File: src/rtl/multicycle_main_control_pkg.sv
// Shared encodings for the multicycle MIPS main control: states, opcodes, ALU_Op codes
// and the control word produced by the state decoder.
package multicycle_main_control_pkg;

    typedef enum logic [3:0] {
        StIdle   = 4'd0,
        StFetch  = 4'd1,
        StDecode = 4'd2,
        StMemAdr = 4'd3,
        StMemRd  = 4'd4,
        StMemWb  = 4'd5,
        StMemWr  = 4'd6,
        StRExec  = 4'd7,
        StRWb    = 4'd8,
        StBeq    = 4'd9,
        StJump   = 4'd10,
        StAddiEx = 4'd11,
        StTrap   = 4'd12,
        StAddiWb = 4'd13
    } state_e;

    localparam logic [5:0] OpRType = 6'b000000;
    localparam logic [5:0] OpLw    = 6'b100011;
    localparam logic [5:0] OpSw    = 6'b101011;
    localparam logic [5:0] OpBeq   = 6'b000100;
    localparam logic [5:0] OpJ     = 6'b000010;
    localparam logic [5:0] OpAddi  = 6'b001000;

    // Shared with the ALU control decoder.
    localparam logic [1:0] AluOpAdd   = 2'b00;
    localparam logic [1:0] AluOpSub   = 2'b01;
    localparam logic [1:0] AluOpFunct = 2'b10;

    localparam logic [1:0] SrcBRt     = 2'b00;
    localparam logic [1:0] SrcBFour   = 2'b01;
    localparam logic [1:0] SrcBImm    = 2'b10;
    localparam logic [1:0] SrcBImmSh2 = 2'b11;

    localparam logic [1:0] PcSrcAlu    = 2'b00;
    localparam logic [1:0] PcSrcAluOut = 2'b01;
    localparam logic [1:0] PcSrcJump   = 2'b10;

    typedef struct packed {
        logic       pc_write;
        logic       pc_write_cond;
        logic       ior_d;
        logic       mem_read;
        logic       mem_write;
        logic       ir_write;
        logic       mem_to_reg;
        logic       reg_dst;
        logic       reg_write;
        logic       alu_src_a;
        logic [1:0] alu_src_b;
        logic [1:0] alu_op;
        logic [1:0] pc_source;
        logic       illegal_op;
    } ctrl_word_t;

endpackage

File: src/rtl/multicycle_main_control_if.sv
// Control/datapath bundle: the controller (master) drives every enable and select,
// the datapath (slave) supplies the opcode and memory handshake.
interface multicycle_main_control_if;
    logic [5:0] opcode;
    logic       mem_ready;
    logic       pc_write;
    logic       pc_write_cond;
    logic       ior_d;
    logic       mem_read;
    logic       mem_write;
    logic       ir_write;
    logic       mem_to_reg;
    logic       reg_dst;
    logic       reg_write;
    logic       alu_src_a;
    logic [1:0] alu_src_b;
    logic [1:0] alu_op;
    logic [1:0] pc_source;
    logic       illegal_op;
    logic       instr_retire;
    logic [3:0] state;

    modport master (
        input  opcode, mem_ready,
        output pc_write, pc_write_cond, ior_d, mem_read, mem_write, ir_write, mem_to_reg,
               reg_dst, reg_write, alu_src_a, alu_src_b, alu_op, pc_source, illegal_op,
               instr_retire, state
    );

    modport slave (
        output opcode, mem_ready,
        input  pc_write, pc_write_cond, ior_d, mem_read, mem_write, ir_write, mem_to_reg,
               reg_dst, reg_write, alu_src_a, alu_src_b, alu_op, pc_source, illegal_op,
               instr_retire, state
    );
endinterface

File: src/rtl/multicycle_main_control_decode.sv
// Combinational state -> control word decoder; only FETCH looks at the memory handshake.
module multicycle_main_control_decode
    import multicycle_main_control_pkg::*;
(
    input  state_e     state_i,
    input  logic       mem_ready_i,
    output ctrl_word_t ctrl_o
);

    always_comb begin
        ctrl_o = '0;
        case (state_i)
            StFetch: begin
                ctrl_o.mem_read  = 1'b1;
                ctrl_o.alu_src_b = SrcBFour;
                ctrl_o.alu_op    = AluOpAdd;
                ctrl_o.pc_source = PcSrcAlu;
                // PC and IR load only on the cycle the fetch completes.
                ctrl_o.pc_write  = mem_ready_i;
                ctrl_o.ir_write  = mem_ready_i;
            end
            StDecode: begin
                ctrl_o.alu_src_b = SrcBImmSh2;
                ctrl_o.alu_op    = AluOpAdd;
            end
            StMemAdr, StAddiEx: begin
                ctrl_o.alu_src_a = 1'b1;
                ctrl_o.alu_src_b = SrcBImm;
                ctrl_o.alu_op    = AluOpAdd;
            end
            StMemRd: begin
                ctrl_o.mem_read = 1'b1;
                ctrl_o.ior_d    = 1'b1;
            end
            StMemWb: begin
                ctrl_o.reg_write  = 1'b1;
                ctrl_o.mem_to_reg = 1'b1;
            end
            StMemWr: begin
                ctrl_o.mem_write = 1'b1;
                ctrl_o.ior_d     = 1'b1;
            end
            StRExec: begin
                ctrl_o.alu_src_a = 1'b1;
                ctrl_o.alu_src_b = SrcBRt;
                ctrl_o.alu_op    = AluOpFunct;
            end
            StRWb: begin
                ctrl_o.reg_write = 1'b1;
                ctrl_o.reg_dst   = 1'b1;
            end
            StBeq: begin
                ctrl_o.alu_src_a     = 1'b1;
                ctrl_o.alu_src_b     = SrcBRt;
                ctrl_o.alu_op        = AluOpSub;
                ctrl_o.pc_write_cond = 1'b1;
                ctrl_o.pc_source     = PcSrcAluOut;
            end
            StJump: begin
                ctrl_o.pc_write  = 1'b1;
                ctrl_o.pc_source = PcSrcJump;
            end
            StAddiWb: begin
                ctrl_o.reg_write = 1'b1;
            end
            StTrap: begin
                ctrl_o.illegal_op = 1'b1;
            end
            default: ctrl_o = '0;
        endcase
    end

endmodule

File: src/rtl/multicycle_main_control.sv
// Multicycle MIPS main control: state register, opcode-driven next-state logic and
// instruction-retire pulse; control outputs come from the state decoder.
module multicycle_main_control
    import multicycle_main_control_pkg::*;
#(
    parameter bit MemWaitEn = 1'b1
) (
    input  logic                       clk,
    input  logic                       rst_n,
    multicycle_main_control_if.master  bus
);

    state_e     state_q, state_d;
    ctrl_word_t ctrl;
    logic       mem_ready_eff;

    assign mem_ready_eff = MemWaitEn ? bus.mem_ready : 1'b1;

    always_comb begin
        state_d = state_q;
        case (state_q)
            StIdle:   state_d = StFetch;
            StFetch:  if (mem_ready_eff) state_d = StDecode;
            StDecode: begin
                case (bus.opcode)
                    OpRType:    state_d = StRExec;
                    OpLw, OpSw: state_d = StMemAdr;
                    OpBeq:      state_d = StBeq;
                    OpJ:        state_d = StJump;
                    OpAddi:     state_d = StAddiEx;
                    default:    state_d = StTrap;
                endcase
            end
            StMemAdr: begin
                if (bus.opcode == OpLw)      state_d = StMemRd;
                else if (bus.opcode == OpSw) state_d = StMemWr;
                else                         state_d = StTrap;
            end
            StMemRd:  if (mem_ready_eff) state_d = StMemWb;
            StMemWr:  if (mem_ready_eff) state_d = StFetch;
            StRExec:  state_d = StRWb;
            StAddiEx: state_d = StAddiWb;
            StMemWb, StRWb, StBeq, StJump, StAddiWb: state_d = StFetch;
            StTrap:   state_d = StTrap;
            default:  state_d = StTrap;
        endcase
    end

    always_ff @(posedge clk or negedge rst_n) begin
        if (!rst_n) begin
            state_q <= StIdle;
        end else begin
            state_q <= state_d;
        end
    end

    multicycle_main_control_decode u_decode (
        .state_i     (state_q),
        .mem_ready_i (mem_ready_eff),
        .ctrl_o      (ctrl)
    );

    assign bus.pc_write      = ctrl.pc_write;
    assign bus.pc_write_cond = ctrl.pc_write_cond;
    assign bus.ior_d         = ctrl.ior_d;
    assign bus.mem_read      = ctrl.mem_read;
    assign bus.mem_write     = ctrl.mem_write;
    assign bus.ir_write      = ctrl.ir_write;
    assign bus.mem_to_reg    = ctrl.mem_to_reg;
    assign bus.reg_dst       = ctrl.reg_dst;
    assign bus.reg_write     = ctrl.reg_write;
    assign bus.alu_src_a     = ctrl.alu_src_a;
    assign bus.alu_src_b     = ctrl.alu_src_b;
    assign bus.alu_op        = ctrl.alu_op;
    assign bus.pc_source     = ctrl.pc_source;
    assign bus.illegal_op    = ctrl.illegal_op;
    assign bus.state         = state_q;

    // IDLE->FETCH and FETCH stalls are not instruction completions.
    assign bus.instr_retire = (state_q != StIdle) && (state_q != StFetch) &&
                              (state_d == StFetch);

endmodule
File: src/flat_wrapper.sv
// flat-port wrapper written by rule: the top's interface ports become plain ports
module multicycle_main_control_flat import multicycle_main_control_pkg::*;
#(
    parameter bit MemWaitEn = 1'b1
)
  (clk, rst_n, bus_opcode, bus_mem_ready, bus_pc_write, bus_pc_write_cond, bus_ior_d, bus_mem_read, bus_mem_write, bus_ir_write, bus_mem_to_reg, bus_reg_dst, bus_reg_write, bus_alu_src_a, bus_alu_src_b, bus_alu_op, bus_pc_source, bus_illegal_op, bus_instr_retire, bus_state);
  multicycle_main_control_if bus_i ();
  input  logic clk;
  input  logic rst_n;
  input wire logic [$bits(bus_i.opcode)-1:0] bus_opcode;
  input wire logic [$bits(bus_i.mem_ready)-1:0] bus_mem_ready;
  output wire logic [$bits(bus_i.pc_write)-1:0] bus_pc_write;
  output wire logic [$bits(bus_i.pc_write_cond)-1:0] bus_pc_write_cond;
  output wire logic [$bits(bus_i.ior_d)-1:0] bus_ior_d;
  output wire logic [$bits(bus_i.mem_read)-1:0] bus_mem_read;
  output wire logic [$bits(bus_i.mem_write)-1:0] bus_mem_write;
  output wire logic [$bits(bus_i.ir_write)-1:0] bus_ir_write;
  output wire logic [$bits(bus_i.mem_to_reg)-1:0] bus_mem_to_reg;
  output wire logic [$bits(bus_i.reg_dst)-1:0] bus_reg_dst;
  output wire logic [$bits(bus_i.reg_write)-1:0] bus_reg_write;
  output wire logic [$bits(bus_i.alu_src_a)-1:0] bus_alu_src_a;
  output wire logic [$bits(bus_i.alu_src_b)-1:0] bus_alu_src_b;
  output wire logic [$bits(bus_i.alu_op)-1:0] bus_alu_op;
  output wire logic [$bits(bus_i.pc_source)-1:0] bus_pc_source;
  output wire logic [$bits(bus_i.illegal_op)-1:0] bus_illegal_op;
  output wire logic [$bits(bus_i.instr_retire)-1:0] bus_instr_retire;
  output wire logic [$bits(bus_i.state)-1:0] bus_state;
  assign bus_i.opcode = bus_opcode;
  assign bus_i.mem_ready = bus_mem_ready;
  assign bus_pc_write = bus_i.pc_write;
  assign bus_pc_write_cond = bus_i.pc_write_cond;
  assign bus_ior_d = bus_i.ior_d;
  assign bus_mem_read = bus_i.mem_read;
  assign bus_mem_write = bus_i.mem_write;
  assign bus_ir_write = bus_i.ir_write;
  assign bus_mem_to_reg = bus_i.mem_to_reg;
  assign bus_reg_dst = bus_i.reg_dst;
  assign bus_reg_write = bus_i.reg_write;
  assign bus_alu_src_a = bus_i.alu_src_a;
  assign bus_alu_src_b = bus_i.alu_src_b;
  assign bus_alu_op = bus_i.alu_op;
  assign bus_pc_source = bus_i.pc_source;
  assign bus_illegal_op = bus_i.illegal_op;
  assign bus_instr_retire = bus_i.instr_retire;
  assign bus_state = bus_i.state;
  multicycle_main_control #(.MemWaitEn(MemWaitEn)) u_core (.clk(clk), .rst_n(rst_n), .bus(bus_i));
endmodule
File: config.mk
export PLATFORM = sky130hd
export DESIGN_NAME = multicycle_main_control_flat
export DESIGN_NICKNAME = d
export VERILOG_FILES = /design/src/rtl/multicycle_main_control_pkg.sv /design/src/rtl/multicycle_main_control_if.sv /design/src/rtl/multicycle_main_control_decode.sv /design/src/rtl/multicycle_main_control.sv /design/src/flat_wrapper.sv
export SDC_FILE = /design/constraint.sdc
export NUM_CORES = 1
export LEC_CHECK = 0
export CORE_MARGIN = 2
export CORE_UTILIZATION = 36
export DETAILED_ROUTE_END_ITERATION = 8
export GPL_TIMING_DRIVEN = 0
export HOLD_SLACK_MARGIN = 0.02
export PLACE_DENSITY = 0.72
export REMOVE_ABC_BUFFERS = 1
export SYNTH_ARGS = -nofsm -noshare
export SYNTH_HDL_FRONTEND = slang
export SYNTH_HIERARCHICAL = 1
export SYNTH_SLANG_ARGS = --single-unit
export TNS_END_PERCENT = 10
File: constraint.sdc
create_clock -name clk -period 2.29 [get_ports clk]
set_input_delay 0.687 -clock clk [delete_from_list [all_inputs] [get_ports clk]]
set_output_delay 0.687 -clock clk [all_outputs]
set_load 0.03 [all_outputs]
# == Word-level counts from Yosys, hierarchy flattened ==
# Index checks and enable logic that the tools add are counted.
# totals
register_bits,4
output_inout_bits,22
word_cells,53
# classes
n_eq_ne,20
mux,20
n_reduce_logical,12
# op_table
cell,n
one-hot mux 4 bit (5 select lines),2
one-hot mux 4 bit (8 select lines),1
"equality test 4 bit, second input constant",6
2-to-1 mux 4 bit,5
"equality test 4 x 3 -> 1 bit, second input constant",4
"equality test 6 bit, second input constant",2
2-to-1 mux 1 bit,10
"equality test 4 x 1 -> 1 bit, second input constant",2
"equality test 4 x 2 -> 1 bit, second input constant",2
OR reduction 2 bit,4
"equality test 6 x 2 -> 1 bit, second input constant",1
"equality test 6 x 3 -> 1 bit, second input constant",1
"equality test 6 x 4 -> 1 bit, second input constant",1
logical NOT 6 bit,1
OR reduction 6 bit,1
logical NOT 4 bit,1
"!= test 4 x 1 -> 1 bit, second input constant",1
one-hot mux 2 bit (2 select lines),1
nonzero test 4 bit,1
OR reduction 4 bit,1
OR reduction 3 bit,1
logical AND 1 bit,2
one-hot mux 1 bit (2 select lines),1

# == Longest topological paths before layout ==
# Gate-level depths: netlist of the first run.
# depth
word_depth,6
ltp_mapped,5

# == Cells and area by module ==
# The synthesis of the first run kept the hierarchy.
# modules_own_cells
module,seq_area_each_um2,area_each_um2,cells_per_inst,n_inst
multicycle_main_control,100.1,416.6,48,1
multicycle_main_control_decode,0.0,224.0,34,1

# == Worst setup path before layout of the first run ==
# Ideal clock, no wire load.
# synth_path
path_type,input port to output port
start,in bus_opcode[1]
end,out bus_instr_retire
stages,4
required_time_ns,1.603
path_buffers,0
setup_slack_ns,-0.547
arrival_time_ns,2.150
cell_sequence,or4_4 > o21ai_2 > o221ai_2 > nor4_2
# synth_between
elab_chain_cells,6
elab_cells_between_ends,13
classes_between,eq/ne: 6; mux: 4; reduce/logical: 3
# synth_lines
element,line_no,text
"start, declared",flat_wrapper.sv:10,input wire logic [$bits(bus_i.opcode)-1:0] bus_opcode;
"equality test 6 bit, on equally long branches","multicycle_main_control.sv:25, multicycle_main_control.sv:35",
OR reduction 2 bit,multicycle_main_control.sv:25,case (bus.opcode)
one-hot mux 4 bit (5 select lines),multicycle_main_control.sv:25,
one-hot mux 4 bit (8 select lines) *,multicycle_main_control.sv:21,case (state_q)
net u_core.state_d[2],multicycle_main_control.sv:13,"state_e state_q, state_d;"
equality test 4 x 1 -> 1 bit *,multicycle_main_control.sv:81,(state_d == StFetch);
logical AND 1 bit *,multicycle_main_control.sv:80,assign bus.instr_retire = (state_q != StIdle) && (state_q != StFetch) &&
"end, declared",flat_wrapper.sv:26,output wire logic [$bits(bus_i.instr_retire)-1:0] bus_instr_retire;
# The timed path passes the listed nets; every way through them passes the cells marked *.

# == Worst setup path in the final report of the first run ==
# layout_path
start,in bus_opcode[0]
end,out bus_instr_retire
# layout_between
elab_chain_cells,6
elab_cells_between_ends,13
classes_between,eq/ne: 6; mux: 4; reduce/logical: 3
# layout_lines
element,line_no
"equality test 6 bit, on equally long branches","multicycle_main_control.sv:25, multicycle_main_control.sv:36, multicycle_main_control.sv:35"
OR reduction 2 bit / 2-to-1 mux 4 bit (equally long branches),"multicycle_main_control.sv:25, multicycle_main_control.sv:36"
one-hot mux 4 bit (5 select lines) / 2-to-1 mux 4 bit (equally long branches),"multicycle_main_control.sv:25, multicycle_main_control.sv:35"
one-hot mux 4 bit (8 select lines) *,multicycle_main_control.sv:21
equality test 4 x 1 -> 1 bit *,multicycle_main_control.sv:81
logical AND 1 bit *,multicycle_main_control.sv:80
# Mark *: on every way between the ends. The rest lies on a longest branch, timed or not.

==> results of run 1 <==
-- metal layers --
metal,part of all wire (%),up-vias,track usage (%)
met2,52,34,30.83
met1,41,354,21.36
met5,0,-,0
met4,0.61,0,4.000
met3,6.6,2,3.922
li1,-,365,-
-- power by group through the flow --
stage | registers (W) | logic [W] | clock network, W
floorplan | 0.000269 | 0.000531 | 0
global placement | 0.000254 | 0.000889 | 0
detailed placement | 0.000257 | 0.000897 | 0
CTS | 0.000279 | 0.000873 | 0.0000876
global route | 0.000297 | 0.000924 | 0.0000961
finish | 0.000278 | 0.000864 | 0.0000883
-- per-stage QoR --
stage	setup WS (ns)	utilization (%)	area (sq um)
global route	-0.4870	56.85	970.9
floorplan	-0.5669	-	589.3
global placement	-1.423	53.92	920.9
detailed placement	-1.463	53.92	920.9
finish	-0.4450	56.85	970.9
CTS	-0.4307	58.02	991.0
-- logic make-up (layout without fill, tap and decap cells) --
family / after synthesis / count (layout) / synth area share, %
flops: 4 / 4 / 15.63
compound gates: 19 / 19 / 24.02
buf+inv: 10 / 39 / 9.180
simple gates: 47 / 47 / 48.44
xor+xnor: 2 / 2 / 2.735
-- area by class of cell --
type,instances,area share (%)
multi-input cells,68,54.90
repair buffers,34,27.45
flip-flops and latches,4,11.34
well taps,25,3.222
clock buffers,3,2.320
inverters,2,0.7732
-- placed cells by master, fill, tap and decap left out, types with 3 or more instances in the layout --
| master | n |
|---|---|
| nand2_1 | 4 |
| nor2b_1 | 3 |
| clkbuf_2 | 9 |
| nor3_1 | 5 |
| buf_4 | 5 |
| o211ai_1 | 4 |
| buf_2 | 4 |
| dlygate4sd2_1 | 7 |
| clkbuf_4 | 4 |
| dlymetal6s2s_1 | 3 |
| nand2b_1 | 4 |
| nor2_1 | 9 |
-- worst max-delay path, cell delays in order --
cell and delay, ns:
buf_8 0.11, or4_4 0.54, nor3b_2 0.20, nor4b_2 0.09, nor4_2 0.22, buf_4 0.20
-- final timing paths --
path                                                from                             to  slack (ns)  depth (start not counted)
hold / removal                                     rst_n  u_core/bus.state[1]$_DFF_PN0_        0.65                          1
max in group asynchronous                          rst_n  u_core/bus.state[0]$_DFF_PN0_        1.45                          1
setup / recovery                           bus_opcode[0]               bus_instr_retire       -0.45                          6
hold reg to reg            u_core/bus.state[3]$_DFF_PN0_  u_core/bus.state[1]$_DFF_PN0_        0.77                          1
setup reg to reg           u_core/bus.state[1]$_DFF_PN0_  u_core/bus.state[0]$_DFF_PN0_        0.64                          5
min in group clk           u_core/bus.state[3]$_DFF_PN0_  u_core/bus.state[1]$_DFF_PN0_        0.77                          1
-- what timing repair did --
item / CTS / global route
pin swaps: 8 / 2
resized for setup: 82 / 22
hold buffers: 0 / 0
endpoints found under the setup margin: 22 / 13
setup buffers: 3 / 1
==> flow_metrics.tcl, run 1 <==
set metrics [dict create \
    rsz0062_at_grt "yes" \
    dp.cells 129 \
    synth_area_leaders "dfrtp_1 (16%), buf_4 (5.9%), nor2_1 (5.9%), o211ai_1 (4.7%), nand2b_4 (4.3%)" \
    syn_to_final_growth_pct 51.56 \
    tightest_slew_ns 0.3649 \
    synth_top_area_share_pct 15.63 \
    power.share.combinational_pct 70.2 \
    fin_tns_setup_ns -0.4450 \
    p_leak_nw 0.4360 \
    synth_top_area_cell "dfrtp_1" \
    criticalPathCategory "in -> out" \
    gp_congestion 0.7993 \
    holdWs_ns 0.6462 \
    rows 15 \
    place_hpwl_mm 1.110 \
    start_util_pct 37.51 \
    clkLatencyLatePin_ns 0.24 \
    cts_buffer_depth 2 \
    power_w 0.001230 \
    die_w_um 46.19 \
    vias_per_cell 5.551 \
    maxSlewHeadroom_pct 75.61 \
    async_flop_share_pct 100.0 \
    synth_common_cells "nor2_1 (10), buf_4 (5), nor3_1 (5)" \
    register_area_sq_um 110.1 \
    cts_buffers 3 \
    synth_area_sq_um 640.6 \
    drc 0 \
    crit_arrival_ns 2.05 \
    vdd_drop_max_mv 0.8576 \
    port_buffers 30 \
    grt_pass1_wl_mm 2.766 \
    cts-htree-levels 1 \
    grt_max_degree 25 \
    crit_required_ns 1.60 \
    nFillCells 162 \
    cp_max_fo 6 \
    drtPass1Iterations 4 \
    vias 755 \
    final.min_clock_period_ns 2.735 \
    cts.clk_slew.worst_paths_ns 0.04 \
    postSynthCellCount 82 \
    fin_ws_ns -0.4450 \
    yosysMostFrequentCell "nor2_1" \
    power_frac_clock_pct 7.2 \
    switchingPower_w 0.0006944 \
    final_layout_size_suffix_gt1_share_pct 40.54 \
    wire_per_inst_um 13.19 \
    drv_cap 0 \
    switching_share_pct 56.44 \
    skew_ns 0.007846 \
    grt_pass1_vias 634 \
    largest_reg_flops 4 \
    finalCritPeriodShare_pct 119.4 \
    clock-sinks 4 \
    multiInputGateArea_sq_um 533.0 \
    io_pins 31 \
    setup_viol 1 \
    cp-start-kind "input pin" \
    die_h_um 46.19 \
    ys.flop_type "dfrtp_1" \
    gr-total-overflow 0 \
    drt_iter0_drc 15 \
    coreArea_sq_um 1708 \
    antenna_found_initial 0 \
    ys_types 42 \
    cts-root-buf "clkbuf_4" \
    synth_seq_area_share_pct 15.63 \
    drtAntennaViolNets 0 \
    hold_path.class "in -> async" \
    report.final.slew_viol_count 0 \
    synth_edf_count 0 \
    p_int_w 0.0005358 \
    status "finished with violations" \
    seq_power_share_pct 22.6 \
    dieArea_sq_um 2133 \
    violations "setup timing" \
    yosys_warnings 6 \
    syn_area_per_cell_sq_um 7.812 \
    cts_tree "done" \
    grt_usage_pct 17.51 \
    worstSetupEndpointType "output pin" \
    fmax_mhz 365.6 \
    detail_route.wirelength_mm 1.794 \
    final_nets 122 \
    instances_no_fill 136 \
    finalHoldViolations 0 \
    synth-seq-cells 4 \
    powerDensity_nw_per_um2 1267 \
    antennaDiodeCount 0 \
]
Power figures use the tool's default switching activity.
==> run 2: changes to the inputs <==
--- a/config.mk
+++ b/config.mk
@@ -7,10 +7,11 @@
 export LEC_CHECK = 0
 export CORE_MARGIN = 2
 export CORE_UTILIZATION = 36
+export CTS_CLUSTER_SIZE = 16
 export DETAILED_ROUTE_END_ITERATION = 8
 export GPL_TIMING_DRIVEN = 0
 export HOLD_SLACK_MARGIN = 0.02
-export PLACE_DENSITY = 0.72
+export PLACE_DENSITY = 0.79
 export REMOVE_ABC_BUFFERS = 1
 export SYNTH_ARGS = -nofsm -noshare
 export SYNTH_HDL_FRONTEND = slang
==> flow_metrics.tcl, run 2 (synthesized netlist as in run 1, its figures left out) <==
set metrics [dict create \
    nFillCells 158 \
    fin_util_pct 59.34 \
    violations "setup timing" \
    p_leak_nw 0.4178 \
    fin_ws_ns -0.5182 \
    powerDensity_nw_per_um2 1239 \
    die_w_um 46.19 \
    fmax_mhz 356.1 \
    setup_viol 1 \
    rows 15 \
    switching_share_pct 55.22 \
    seq_power_share_pct 22.8 \
    cts-htree-levels 1 \
    drt_iter0_drc 12 \
    start_util_pct 37.51 \
    port_buffers 30 \
    place_hpwl_mm 1.042 \
    vdd_drop_max_mv 0.7281 \
    largest_reg_flops 4 \
    finalCritPeriodShare_pct 122.6 \
    switchingPower_w 0.0006932 \
    worstSetupEndpointType "output pin" \
    criticalPathCategory "in -> out" \
    maxSlewHeadroom_pct 78.23 \
    grt_usage_pct 16.19 \
    vias_per_cell 5.309 \
    cp_cell_sequence "buf_8 > or4_4 > o21ai_2 > o221ai_2 > nor4_2 > buf_4" \
    hold_path.class "in -> async" \
    cts.clk_slew.worst_paths_ns 0.04 \
    die_h_um 46.19 \
    crit_arrival_ns 2.12 \
    antennaDiodeCount 0 \
    clkLatencyLatePin_ns 0.23 \
    dieArea_sq_um 2133 \
    grt_pass1_vias 626 \
    drv_cap 0 \
    cts_buffers 3 \
    grt_max_degree 25 \
    crit_required_ns 1.60 \
    status "finished with violations" \
    cpMaxStageDelayCell "or4_4" \
    report.final.slew_viol_count 0 \
    drc 0 \
    dp_slack_ns -1.468 \
    clock-sinks 4 \
    power.share.combinational_pct 70.4 \
    drtAntennaViolNets 0 \
    syn_to_final_growth_pct 58.20 \
    detail_route.wirelength_mm 1.783 \
    final_layout_size_suffix_gt1_share_pct 39.47 \
    power_frac_clock_pct 6.8 \
    final_nets 125 \
    io_pins 31 \
    cp-start-kind "input pin" \
    p_int_w 0.0005622 \
    drtPass1Iterations 4 \
    gr-total-overflow 0 \
    final.min_clock_period_ns 2.808 \
    antenna_found_initial 0 \
    rsz0062_at_grt "yes" \
    slowest_delay_ns 0.54 \
    tightest_slew_ns 0.3256 \
    wire_per_inst_um 12.83 \
    coreArea_sq_um 1708 \
    skew_ns 0.00005633 \
    cts_buffer_depth 2 \
    grt_pass1_wl_mm 2.635 \
    cts_tree "done" \
    cp_max_fo 4 \
    vias 738 \
    cts-root-buf "clkbuf_4" \
    finalHoldViolations 0 \
    layout_common_cells "buf_4 (9), nor2_1 (9), clkbuf_2 (7)" \
    gp_congestion 0.8296 \
]
run 2: final timing paths:
kind / startpoint / to / slack, ns / depth (start not counted)
setup reg to reg: u_core/bus.state[0]$_DFF_PN0_ / u_core/bus.state[2]$_DFF_PN0_ / 0.72 / 5
min in group clk: u_core/bus.state[3]$_DFF_PN0_ / u_core/bus.state[1]$_DFF_PN0_ / 0.75 / 1
hold / removal: rst_n / u_core/bus.state[3]$_DFF_PN0_ / 0.66 / 1
setup / recovery: bus_opcode[5] / bus_instr_retire / -0.52 / 6
hold reg to reg: u_core/bus.state[3]$_DFF_PN0_ / u_core/bus.state[1]$_DFF_PN0_ / 0.75 / 1
max in group asynchronous: rst_n / u_core/bus.state[1]$_DFF_PN0_ / 1.45 / 1
run 2: layer usage:
layer  routed length, um  GRT usage (%)  vias to the layer above  part of all wire, %
met2                 919          30.83                       28                   52
met5                   0              0                        -                    0
met1                 751          19.86                      340                   42
met3                 112         0.3922                        0                  6.3
li1                    -              -                      370                    -
met4                   0          3.429                        0                    0
run 2: power by group through the flow:
stage | clock network, W | registers, W | logic, W
floorplan | 0 | 0.000269 | 0.000531
global placement | 0 | 0.000253 | 0.000884
detailed placement | 0 | 0.000255 | 0.000891
CTS | 0.0000875 | 0.000276 | 0.000864
global route | 0.0000913 | 0.000302 | 0.000937
finish | 0.0000852 | 0.000286 | 0.000884
run 2: what timing repair did:
action / CTS / global route
hold buffers: 0 / 0
pin swaps: 7 / 4
setup endpoints to repair: 22 / 15
setup buffers: 5 / 2
gates resized for setup: 73 / 27
run 2: cell type report:
type	count	area, sq um	share of cell area [%]
inverters	2	7.507	0.7407
clock buffers	3	22.52	2.222
well taps	25	31.28	3.086
repair buffers	37	311.5	30.74
multi-input cells	68	525.5	51.85
flip-flops and latches	4	115.1	11.36
run 2: through the flow:
| stage | power [W] | instance area, sq um | TNS (ns) | hold WS [ns] | cells |
|---|---|---|---|---|---|
| floorplan | 0.0007997 | 589.3 | -1.763 | 0.3914 | 74 |
| global placement | 0.001138 | 920.9 | -5.146 | 0.8661 | 129 |
| detailed placement | 0.001146 | 920.9 | -5.311 | 0.8787 | 129 |
| CTS | 0.001227 | 999.7 | -0.6306 | 0.6537 | 137 |
| global route | 0.001331 | 1013 | -0.6301 | 0.6704 | 139 |
| finish | 0.001255 | 1013 | -0.5182 | 0.6569 | 139 |
run 2: worst max-delay path: cells and delay by family:
family | cells | cell delay, ns
AND/OR/NAND/NOR | 2 | 0.85
buffers and inverters | 2 | 0.31
AO/OA/AOI/OAI | 2 | 0.28
==> run 3: changes to the inputs <==
--- a/config.mk
+++ b/config.mk
@@ -6,12 +6,12 @@
 export NUM_CORES = 1
 export LEC_CHECK = 0
 export CORE_MARGIN = 2
-export CORE_UTILIZATION = 36
+export CORE_UTILIZATION = 43
 export CTS_CLUSTER_SIZE = 16
 export DETAILED_ROUTE_END_ITERATION = 8
 export GPL_TIMING_DRIVEN = 0
 export HOLD_SLACK_MARGIN = 0.02
-export PLACE_DENSITY = 0.79
+export PLACE_DENSITY = 0.88
 export REMOVE_ABC_BUFFERS = 1
 export SYNTH_ARGS = -nofsm -noshare
 export SYNTH_HDL_FRONTEND = slang
==> constraint.sdc (replaced) <==
create_clock -name clk -period 3.3 [get_ports clk]
set_input_delay 0.99 -clock clk [delete_from_list [all_inputs] [get_ports clk]]
set_output_delay 0.99 -clock clk [all_outputs]
set_load 0.03 [all_outputs]
==> flow_metrics.tcl, run 3 (synthesized netlist as in run 1, its figures left out) <==
set metrics [dict create \
    status "finished with violations" \
    violations "setup timing" \
    start_util_pct 47.45 \
    gr-total-overflow 0 \
    grt_usage_pct 20.55 \
    io_pins 31 \
    wire_per_inst_um 14.52 \
    final.min_clock_period_ns 3.407 \
    layout_common_cells "clkdlybuf4s50_1 (20), nor2_1 (9), buf_4 (6)" \
    hp-start "u_core/bus.state[3]$_DFF_PN0_" \
    drt_iter0_drc 15 \
    place_hpwl_mm 1.169 \
    fin_ws_ns -0.1072 \
    skew_ns 0.003833 \
    grt_max_degree 25 \
    drtAntennaViolNets 0 \
    worstSetupEndpointType "output pin" \
    clock-sinks 4 \
    cts-root-buf "clkbuf_4" \
    finalHoldViolations 0 \
    vias_per_cell 6.032 \
    rows 13 \
    drc 0 \
    path_delay_family "simple AND/OR/NAND/NOR gates" \
    dp_slack_ns -1.026 \
    grt_pass1_vias 670 \
    place_area_sq_um 908.4 \
    powerDensity_nw_per_um2 880.5 \
    drtPass1Iterations 4 \
    clkLatencyLatePin_ns 0.23 \
    tightest_slew_ns 0.6555 \
    criticalPathCategory "in -> out" \
    syn_to_final_growth_pct 63.28 \
    drv_cap 0 \
    finalCritPeriodShare_pct 103.2 \
    cp_cell_sequence "buf_8 > or4_4 > nor3b_4 > nor4b_4 > nor4_4 > buf_4" \
    die_h_um 42.60 \
    seq_power_share_pct 20.1 \
    die_w_um 42.60 \
    coreArea_sq_um 1350 \
    cts_buffers 3 \
    crit_arrival_ns 2.42 \
    switchingPower_w 0.0005027 \
    finalInstanceArea_sq_um 1046 \
    layout_commonest_cell "clkdlybuf4s50_1" \
    switching_share_pct 54.58 \
    crit_start "bus_opcode[1]" \
    p_leak_nw 0.4157 \
    report.final.slew_viol_count 0 \
    fmax_mhz 293.5 \
    largest_reg_flops 4 \
    dieArea_sq_um 1814 \
    rsz0062_at_grt "yes" \
    final_layout_size_suffix_gt1_share_pct 28.83 \
    final_nets 122 \
    grt_pass1_wl_mm 2.918 \
    antennaDiodeCount 0 \
    antenna_found_initial 0 \
    cp_num_buf_inv 2 \
    power_frac_clock_pct 6.4 \
    setup_viol 1 \
    detail_route.wirelength_mm 1.829 \
    cts_tree "done" \
    r2r-start "u_core/bus.state[2]$_DFF_PN0_" \
    cp-start-kind "input pin" \
    port_buffers 30 \
    cts_hold_buf 0 \
    nFillCells 97 \
    gp_congestion 0.8300 \
    vdd_drop_max_mv 0.7272 \
    cts.clk_slew.worst_paths_ns 0.04 \
    maxSlewHeadroom_pct 56.30 \
    vias 760 \
    cpMaxStageDelayCell "or4_4" \
    power.share.combinational_pct 73.5 \
    slowest_delay_ns 0.55 \
    cp_max_fo 3 \
    p_int_w 0.0004183 \
    cts-htree-levels 1 \
    hold_path.class "reg -> reg" \
    cts_buffer_depth 2 \
    crit_required_ns 2.31 \
]
[run 3: worst register-to-register path, delay by kind of cell, from the launching register on]
kind            cells  cell delay (ns)
flops               1             0.61
compound gates      1             0.19
buf+inv             1             0.09
simple gates        2             0.71
[run 3: worst paths after layout]
kind                                            endpoint  slack (ns)  cells past startpoint
hold reg to reg            u_core/bus.state[1]$_DFF_PN0_        0.75                      1
hold / removal             u_core/bus.state[1]$_DFF_PN0_        0.75                      1
setup reg to reg           u_core/bus.state[0]$_DFF_PN0_        1.58                      4
max in group asynchronous  u_core/bus.state[0]$_DFF_PN0_        2.17                      1
min in group asynchronous  u_core/bus.state[1]$_DFF_PN0_        0.95                      1
setup / recovery                        bus_instr_retire       -0.11                      6
[run 3: stage by stage]
step / util, % / hold WS, ns / TNS (ns) / instances / power [W]
2_1_floorplan: - / 0.6944 / -0.1629 / 74 / 0.0005549
3_3_place_gp: 67.28 / 0.8609 / -1.406 / 119 / 0.0007884
3_5_place_dp: 67.28 / 0.8444 / -1.467 / 119 / 0.0008035
4_1_cts: 70.25 / 0.8544 / -0.2222 / 122 / 0.0008642
5_1_grt: 77.48 / 0.7957 / -0.1459 / 126 / 0.0009791
6_report: 77.48 / 0.7508 / -0.1072 / 126 / 0.0009210
[run 3: area by class of cell]
cell class	instances	area (sq um)	share of cell area, %
Multi-Input combinational cell	68	561.8	53.71
Sequential cell	4	103.9	9.928
Tap cell	15	18.77	1.794
Timing Repair Buffer	34	331.6	31.70
Inverter	2	7.507	0.7177
Clock buffer	3	22.52	2.153
[run 3: timing repair]
item | CTS | global route
setup endpoints to repair | 3 | 5
resized for setup | 20 | 32
buffers inserted | 0 | 5
pin swaps | 4 | 7
[run 3: power by group through the flow]
| stage | logic (W) | clock network, W | registers, W |
|---|---|---|---|
| 6_report | 0.000677 | 0.0000591 | 0.000185 |
| 5_1_grt | 0.000712 | 0.0000682 | 0.000198 |
| 4_1_cts | 0.000629 | 0.0000616 | 0.000173 |
| 3_5_place_dp | 0.000628 | 0 | 0.000175 |
| 3_3_place_gp | 0.000614 | 0 | 0.000174 |
| 2_1_floorplan | 0.000368 | 0 | 0.000187 |
[run 3: routing by layer]
layer	share of wire, %	track usage [%]
met4	0.77	10.00
met5	0	0
met2	50	34.15
met3	8.7	7.759
met1	41	22.74
